File: config.mk
export PLATFORM = sky130hd
export DESIGN_NAME = ex_flag_stage
export DESIGN_NICKNAME = d
export VERILOG_FILES = /design/src/rtl/cpu_pkg.sv /design/src/rtl/cond_eval.sv /design/src/rtl/ex_flag_stage.sv
export SDC_FILE = /design/constraint.sdc
export NUM_CORES = 1
export LEC_CHECK = 0
export CORE_MARGIN = 4
export CORE_UTILIZATION = 56
export DETAILED_ROUTE_END_ITERATION = 12
export DONT_BUFFER_PORTS = 1
export GPL_TIMING_DRIVEN = 0
export PLACE_DENSITY = 0.76
export SLEW_MARGIN = 20
export SYNTH_ARGS = -nofsm -noshare
export SYNTH_HDL_FRONTEND = slang
export SYNTH_HIERARCHICAL = 1
export SYNTH_SLANG_ARGS = --single-unit
File: constraint.sdc
create_clock -name clk -period 1.4 [get_ports clk]
set_clock_uncertainty 0.05 [all_clocks]
set_input_delay 0.28 -clock clk [delete_from_list [all_inputs] [get_ports clk]]
set_output_delay 0.28 -clock clk [all_outputs]
set_load 0.01 [all_outputs]
File: src/rtl/cpu_pkg.sv
// Shared types for the execute stage: condition codes, branch kinds and
// bit positions inside the NZCV flag word.
package cpu_pkg;

    typedef enum logic [3:0] {
        EQ = 4'b0000, NE = 4'b0001,
        HS = 4'b0010, LO = 4'b0011,
        MI = 4'b0100, PL = 4'b0101,
        VS = 4'b0110, VC = 4'b0111,
        HI = 4'b1000, LS = 4'b1001,
        GE = 4'b1010, LT = 4'b1011,
        GT = 4'b1100, LE = 4'b1101,
        AL = 4'b1110, NV = 4'b1111
    } cond_e;

    typedef enum logic [1:0] {
        BR_NONE   = 2'b00,
        BR_COND   = 2'b01,
        BR_CBZ    = 2'b10,
        BR_UNCOND = 2'b11
    } br_type_e;

    localparam int N_BIT = 3;
    localparam int Z_BIT = 2;
    localparam int C_BIT = 1;
    localparam int V_BIT = 0;

endpackage

File: src/rtl/cond_eval.sv
// Combinational ARM condition-code evaluator against a stored NZCV word.
module cond_eval
    import cpu_pkg::*;
(
    input  logic [3:0] cond,
    input  logic [3:0] nzcv,
    output logic       pass
);

    logic n_flag;
    logic z_flag;
    logic c_flag;
    logic v_flag;

    assign n_flag = nzcv[N_BIT];
    assign z_flag = nzcv[Z_BIT];
    assign c_flag = nzcv[C_BIT];
    assign v_flag = nzcv[V_BIT];

    always_comb begin
        pass = 1'b1;
        unique case (cond_e'(cond))
            EQ: pass = z_flag;
            NE: pass = ~z_flag;
            HS: pass = c_flag;
            LO: pass = ~c_flag;
            MI: pass = n_flag;
            PL: pass = ~n_flag;
            VS: pass = v_flag;
            VC: pass = ~v_flag;
            HI: pass = c_flag & ~z_flag;
            LS: pass = ~c_flag | z_flag;
            GE: pass = (n_flag == v_flag);
            LT: pass = (n_flag != v_flag);
            GT: pass = ~z_flag & (n_flag == v_flag);
            LE: pass = z_flag | (n_flag != v_flag);
            AL: pass = 1'b1;
            NV: pass = 1'b1;
        endcase
    end

endmodule

File: src/rtl/ex_flag_stage.sv
// EX/MEM boundary register with the architectural NZCV register and the
// branch decision for B, B.cond and CBZ.
module ex_flag_stage
    import cpu_pkg::*;
#(
    parameter int LENGTH = 64
) (
    input  logic              clk,
    input  logic              reset_n,
    input  logic [LENGTH-1:0] alu_out,
    input  logic              negative,
    input  logic              zero,
    input  logic              overflow,
    input  logic              carry_flag,
    input  logic              in_valid,
    input  logic              set_flags,
    input  logic [1:0]        br_type,
    input  logic [3:0]        cond,
    input  logic              stall,
    input  logic              flush,
    output logic [LENGTH-1:0] mem_result,
    output logic              mem_valid,
    output logic              mem_branch_taken,
    output logic [3:0]        nzcv
);

    logic [LENGTH-1:0] mem_result_reg;
    logic              mem_valid_reg;
    logic              mem_branch_taken_reg;
    logic [3:0]        nzcv_reg;
    logic [3:0]        nzcv_next;
    logic              cond_pass;
    logic              taken;
    logic              fire;

    assign fire = in_valid & ~stall & ~flush;

    cond_eval u_cond_eval (
        .cond (cond),
        .nzcv (nzcv_reg),
        .pass (cond_pass)
    );

    // CBZ relies on the ALU passing the tested register through, so the live
    // zero flag is the comparison result.
    always_comb begin
        taken = 1'b0;
        unique case (br_type_e'(br_type))
            BR_NONE:   taken = 1'b0;
            BR_COND:   taken = cond_pass;
            BR_CBZ:    taken = zero;
            BR_UNCOND: taken = 1'b1;
        endcase
    end

    always_comb begin
        nzcv_next = nzcv_reg;
        if (fire && set_flags) begin
            nzcv_next = {negative, zero, carry_flag, overflow};
        end
    end

    // Flush has priority over stall; the result word is left as-is on flush.
    always_ff @(posedge clk or negedge reset_n) begin
        if (!reset_n) begin
            mem_result_reg       <= '0;
            mem_valid_reg        <= 1'b0;
            mem_branch_taken_reg <= 1'b0;
        end else if (flush) begin
            mem_valid_reg        <= 1'b0;
            mem_branch_taken_reg <= 1'b0;
        end else if (!stall) begin
            mem_result_reg       <= alu_out;
            mem_valid_reg        <= in_valid;
            mem_branch_taken_reg <= taken & in_valid;
        end
    end

    always_ff @(posedge clk or negedge reset_n) begin
        if (!reset_n) begin
            nzcv_reg <= 4'b0000;
        end else begin
            nzcv_reg <= nzcv_next;
        end
    end

    assign mem_result       = mem_result_reg;
    assign mem_valid        = mem_valid_reg;
    assign mem_branch_taken = mem_branch_taken_reg;
    assign nzcv             = nzcv_reg;

endmodule

==> results.py, run 1 <==
metrics = {
    "setup_path": {
        "crit_family": "compound AO/OA/AOI/OAI gates",
        "r2r-end": "mem_branch_taken",
        "crit_path_start": "nzcv[0]",
        "crit_chain": "xor2_2, or4_1, nand2_1, a22oi_1, o21ai_1, o21ai_1, a221oi_2",
        "path_buf_inv": 0,
        "crit_type": "flip-flop to flip-flop",
        "critPathMaxFanout": 4,
        "critPathLaunchType": "flip-flop",
        "cp_data_arrival_time_ns": 1.97,
        "required_ns": 1.58,
        "rrSetupSlack_ns": -0.39,
        "cp_slowest_cell": "dfrtp_2",
        "cpPeakStageDelay_ns": 0.47,
        "path_common_cell": "o21ai_1",
        "worstSetupEndpointType": "flip-flop",
        "ff2ff_path_depth": 7,
        "r2r-start": "nzcv[0]",
    },
    "detailed_routing": {
        "drtPass1Iterations": 4,
        "wl_per_cell_um": 25.0,
        "viasPerCell": 5.77,
        "drc": 0,
        "initialDrtViolationCount": 30,
        "ant_nets": 0,
        "vias": 1552,
        "wl_um": 6730,
    },
    "final_layout": {
        "syn_to_final_growth_pct": 10.6,
        "fin_area_mm2": 0.00342,
        "drive_gt1_frac": 0.492,
        "antennaDiodeCount": 0,
        "nets": 274,
        "largest_register_ffs": 64,
    },
    "grt": {
        "first_global_vias": 1751,
        "antenna_found_initial": 0,
        "grt.met2_usage": 0.344,
        "grt_pass1_wl_um": 9730,
        "grt_usage": 0.201,
        "gr-total-overflow": 0,
        "grt_max_degree": 71,
        "grt.met1_usage": 0.207,
        "use_met3": 0.113,
        "top_usage_layer": "met2",
    },
    "run_status": {
        "violations": "negative hold slack, negative setup slack",
        "status": "finished, violations left",
    },
    "placed_design": {
        "gp_congestion": 0.731,
        "placed_area_mm2": 0.00318,
        "io_buffers": 0,
        "dpl.hpwl_um": 4980,
        "place_ws_ns": -0.408,
    },
    "synthesis": {
        "synth-edff-count": 0,
        "syn_avg_cell_area_um2": 17.0,
        "netlist_instances": 182,
        "yosys.area.top_type": "dfrtp_1",
        "yosysWarnings": 6,
        "synthTopCellsByArea": "dfrtp_1 57%, mux2_4 29%, mux2_2 2.9%",
        "async_reset_ff_frac": 1.00,
        "synth_fp_nets": 262,
        "synthesis.area_mm2": 0.00309,
        "yosys.area.top_type_share": 0.567,
        "ys_seq_elements": 70,
        "yosys_most_used_dff": "dfrtp_1",
        "ys_seq_area_frac": 0.567,
        "synth_cell_types": 27,
    },
    "timing": {
        "fin_crit_sh": 1.28,
        "hold_violations": 70,
        "fin_crit_ns": 1.79,
        "slew_violations": 0,
        "whs_ns": -0.412,
        "relSlewSlack": 0.775,
        "worst_slew_pin_slew_ns": 0.337,
        "setup_ws_ns": -0.386,
        "rsz0062_at_grt": "yes",
        "fin_tns_setup_ns": -0.386,
        "max_freq_mhz": 560,
        "setup_violations": 1,
    },
    "floorplan": {
        "die_w_um": 82.3,
        "core_mm2": 0.00524,
        "start_util": 0.590,
        "io_pins": 150,
        "die_h_um": 82.3,
        "row_count": 26,
        "die-area_mm2": 0.00677,
    },
    "pwr": {
        "power_density_mw_per_mm2": 1520,
        "totalPowerFinal_mw": 5.18,
        "ir_worst_vdd_mv": 0.763,
        "p_leak_nw": 1.57,
    },
    "clocking": {
        "path_clk_slew_ns": 0.07,
        "tritoncts": "built",
        "cts_buffers": 9,
        "post_cts_buffers": 0,
        "cts_max_level": 3,
        "cts_buffer_depth": 2,
        "cts-hold-fix-buffers": 1,
        "worst_skew_pair.late_latency_ns": 0.33,
        "clock_sinks": 70,
        "root_buffer": "clkbuf_8",
    },
    "run": {
        "maxCapViolations": 0,
    },
    "worst_hold_path": {
        "hold_class": "input port to asynchronous set/reset pin",
    },
}
-- worst max-delay path by stage --
stage | to | cells past startpoint
after floorplan | mem_branch_taken | 7
after global placement | mem_branch_taken | 7
after detailed placement | mem_branch_taken | 7
after CTS | mem_branch_taken | 7
after global routing | mem_branch_taken | 7
final | mem_branch_taken | 7
-- layout make-up --
type                    instances  area [um2]
fillers                       367        1820
clock inverters                 4        70.1
multi-input cells             103        1260
flip-flops and latches         70        1750
inverters                       1        3.75
clock buffers                  12         145
plain buffers                   8        86.3
repair buffers                  1        10.0
well taps                      70        87.6
-- cell usage in the layout, fill, tap and decap left out, drive strengths merged, types with 2 or more instances in the layout --
| cell | instances |
|---|---|
| dfrtp | 70 |
| mux2 | 68 |
| clkbuf | 12 |
| buf | 8 |
| nand2 | 4 |
| a21oi | 4 |
| xnor2 | 3 |
| o21ai | 3 |
| a22oi | 3 |
| nor2 | 3 |
| nand2b | 2 |
| clkinv | 2 |
| bufinv | 2 |
| nor2b | 2 |
| and3b | 2 |
-- timing repair --
action	in CTS	in global routing
pin swaps	0	0
hold endpoints to repair	72	70
endpoints found under the setup margin	1	1
gates resized for setup	3	1
-- cells by family after synthesis --
logic type | Yosys count | synth area share
compound gates | 14 | 0.0316
xor+xnor | 4 | 0.0113
flops | 70 | 0.567
simple gates | 17 | 0.0397
buf+inv | 9 | 0.0292
mux | 68 | 0.321
-- per-layer routing --
metal / up-vias / wire (um)
met3: 8 / 942
met5: - / 0
met4: 0 / 63
met1: 783 / 2260
met2: 91 / 3470
li1: 670 / -
-- metrics by stage --
step           utilization  instances  hold slack, ns
2_1_floorplan            -        182         -0.0656
3_3_place_gp         0.606        252         -0.0631
3_5_place_dp         0.606        252         -0.0628
4_1_cts              0.651        269          -0.435
5_1_grt              0.652        269          -0.450
6_report             0.652        269          -0.412
-- cells in the mapped netlist (2+ instances only) --
| cell type | number |
|---|---|
| dfrtp_1 | 70 |
| nor2b_1 | 2 |
| nand2_1 | 4 |
| nand2b_1 | 2 |
| nor2_1 | 2 |
| mux2_4 | 60 |
| buf_6 | 7 |
| a22oi_1 | 2 |
| xnor2_1 | 3 |
| and3b_1 | 2 |
| a21oi_1 | 4 |
| mux2_2 | 8 |
| o21ai_0 | 2 |
-- report_power, final --
group	switching (mW)	internal [mW]
logic	0.198	0.482
clock network	0.702	1.05
registers	0.426	2.33
Power figures use the tool's default switching activity.
==> inputs of run 2 (changes only) <==
CORE_UTILIZATION = 67   (was 56)
CTS_CLUSTER_DIAMETER = 40   (was unset)
GPL_ROUTABILITY_DRIVEN = 0   (was unset)
PLACE_DENSITY = 0.85   (was 0.76)
clock period = 2.2 ns   (was 1.4 ns; I/O delays follow)
==> results.py, run 2 (synthesis results as in run 1) <==
metrics = {
    "placed_design": {
        "dp.cells": 234,
        "io_buffers": 0,
        "dpl.hpwl_um": 4810,
    },
    "setup_path": {
        "cpPeakStageDelay_ns": 0.46,
        "crit_chain": "xor2_1, or4_1, nand2_1, a22oi_1, o21ai_1, o21ai_0, a221oi_1",
        "critPathMaxFanout": 4,
        "rrSetupSlack_ns": 0.41,
        "cp_slowest_cell": "dfrtp_1",
        "required_ns": 2.37,
        "cp_data_arrival_time_ns": 1.96,
        "worstSetupEndpointType": "flip-flop",
        "critPathLaunchType": "flip-flop",
        "crit_type": "flip-flop to flip-flop",
    },
    "detailed_routing": {
        "ant_nets": 0,
        "initialDrtViolationCount": 89,
        "vias": 1592,
        "drc": 0,
        "viasPerCell": 6.32,
        "wl_um": 6430,
        "drtPass1Iterations": 4,
        "wl_per_cell_um": 25.5,
    },
    "final_layout": {
        "largest_register_ffs": 64,
        "syn_to_final_growth_pct": 9.32,
        "drive_gt1_frac": 0.490,
        "antennaDiodeCount": 0,
        "nets": 275,
        "final_cells": 252,
        "final_common_cell": "dfrtp_1",
        "final_cell_mix": "70 x dfrtp_1, 60 x mux2_4, 11 x clkbuf_8, 8 x mux2_2, 7 x buf_6",
    },
    "pwr": {
        "p_leak_nw": 1.56,
        "ir_worst_vdd_mv": 0.573,
        "power_density_mw_per_mm2": 928,
    },
    "clocking": {
        "cts_buffers": 9,
        "cts_resized": 0,
        "root_buffer": "clkbuf_8",
        "worst_skew_pair.late_latency_ns": 0.33,
        "tritoncts": "built",
        "clock_sinks": 70,
        "cts_max_level": 3,
        "path_clk_slew_ns": 0.07,
        "cts_buffer_depth": 2,
    },
    "timing": {
        "setup_violations": 0,
        "relSlewSlack": 0.778,
        "fin_tns_setup_ns": 0,
        "fin_crit_ns": 1.79,
        "slew_violations": 0,
        "worst_slew_pin_slew_ns": 0.333,
        "rsz0062_at_grt": "no",
        "max_freq_mhz": 559,
        "hold_violations": 0,
        "fin_crit_sh": 0.812,
    },
    "floorplan": {
        "die_w_um": 75.9,
        "die-area_mm2": 0.00576,
        "io_pins": 150,
        "die_h_um": 75.9,
        "core_mm2": 0.00441,
        "start_util": 0.700,
        "row_count": 24,
    },
    "run_status": {
        "status": "finished, final reports clean",
    },
    "grt": {
        "grt_pass1_wl_um": 9140,
        "grt_max_degree": 71,
        "first_global_vias": 1751,
        "grt_usage": 0.226,
        "gr-total-overflow": 0,
        "antenna_found_initial": 0,
    },
    "run": {
        "maxCapViolations": 0,
    },
    "worst_hold_path": {
        "hold_class": "input port to flip-flop",
    },
}
## run 2: changes by cell type in the layout (fill, tap and decap cells not counted), sizes merged
cell,before,now
clkbuf,12,11
bufinv,2,0
buf,8,9
clkinvlp,0,2
clkinv,2,3
## run 2: area by class of cell
| type | count | area (um2) |
|---|---|---|
| buffer | 8 | 86.3 |
| clock buffer | 11 | 151 |
| clock inverter | 5 | 33.8 |
| fill | 255 | 1040 |
| inverter | 1 | 3.75 |
| multi-input combinational | 103 | 1250 |
| sequential | 70 | 1750 |
| tap | 52 | 65.1 |
| timing repair buffer | 2 | 37.5 |
## run 2: timing repair
action	CTS	global route
setup buffers	0	0
endpoints found under the hold margin	70	0
hold buffers	2	0
## run 2: metrics by stage
step                      utilization  hold WS, ns  instance area, um2  setup slack, ns  total power [mW]
after floorplan                     -       0.0944                3090            0.484              2.09
after global placement          0.714       0.0968                3150            0.407              2.16
after detailed placement        0.714       0.0961                3150            0.338              2.20
after CTS                       0.765        0.115                3380            0.415              3.17
after global routing            0.765        0.115                3380            0.305              3.29
final                           0.765        0.133                3380            0.413              3.13
## run 2: metal layers
metal / vias up / routed length, um / part of all wire / track usage
li1: 672 / - / - / -
met1: 823 / 2080 / 0.32 / 0.240
met2: 91 / 3510 / 0.55 / 0.389
met3: 6 / 770 / 0.12 / 0.0910
met4: 0 / 72 / 0.011 / 0.105
met5: - / 0 / 0 / 0
## run 2: path summary, 6_finish.rpt
path,start,end,depth (start not counted)
hold / removal,flush,mem_branch_taken,1
setup / recovery,nzcv[0],mem_branch_taken,7
min in group asynchronous,reset_n,mem_result[21],2
max in group asynchronous,reset_n,mem_result[59],2
setup reg to reg,nzcv[0],mem_branch_taken,7
hold reg to reg,mem_result[27],mem_result[27],1
## run 2: where the power goes
| group | internal [mW] | switching [mW] | leakage (nW) |
|---|---|---|---|
| clock network | 0.468 | 0.461 | 0.0913 |
| registers | 1.48 | 0.267 | 0.826 |
| logic | 0.310 | 0.148 | 0.644 |
## run 2: worst max-delay path: cells and delay by family (launching register included)
kind,cells,cell delay (ns)
xor gates and xnor gates,1,0.18
DFF,1,0.46
AOI/OAI and AO/OA,4,0.51
and+or+nand+nor,2,0.48
==> inputs of run 3 (changes only) <==
CORE_UTILIZATION = 56   (was 67)
PLACE_DENSITY = 0.76   (was 0.85)
clock period = 1.5 ns   (was 2.2 ns; I/O delays follow)
==> results of run 3 <==
The final DEF is identical to that of run 1. Status: finished, violations left: negative hold slack, negative setup slack.
Among the figures that moved: setup slack after placement -0.408 ns -> -0.308 ns; setup slack after layout -0.386 ns -> -0.286 ns; setup TNS -0.386 ns -> -0.286 ns; hold slack -0.412 ns -> -0.392 ns; register-to-register setup slack -0.39 ns -> -0.29 ns; total power 5.18 mW -> 4.84 mW; worst IR drop on VDD 0.763 mV -> 0.712 mV
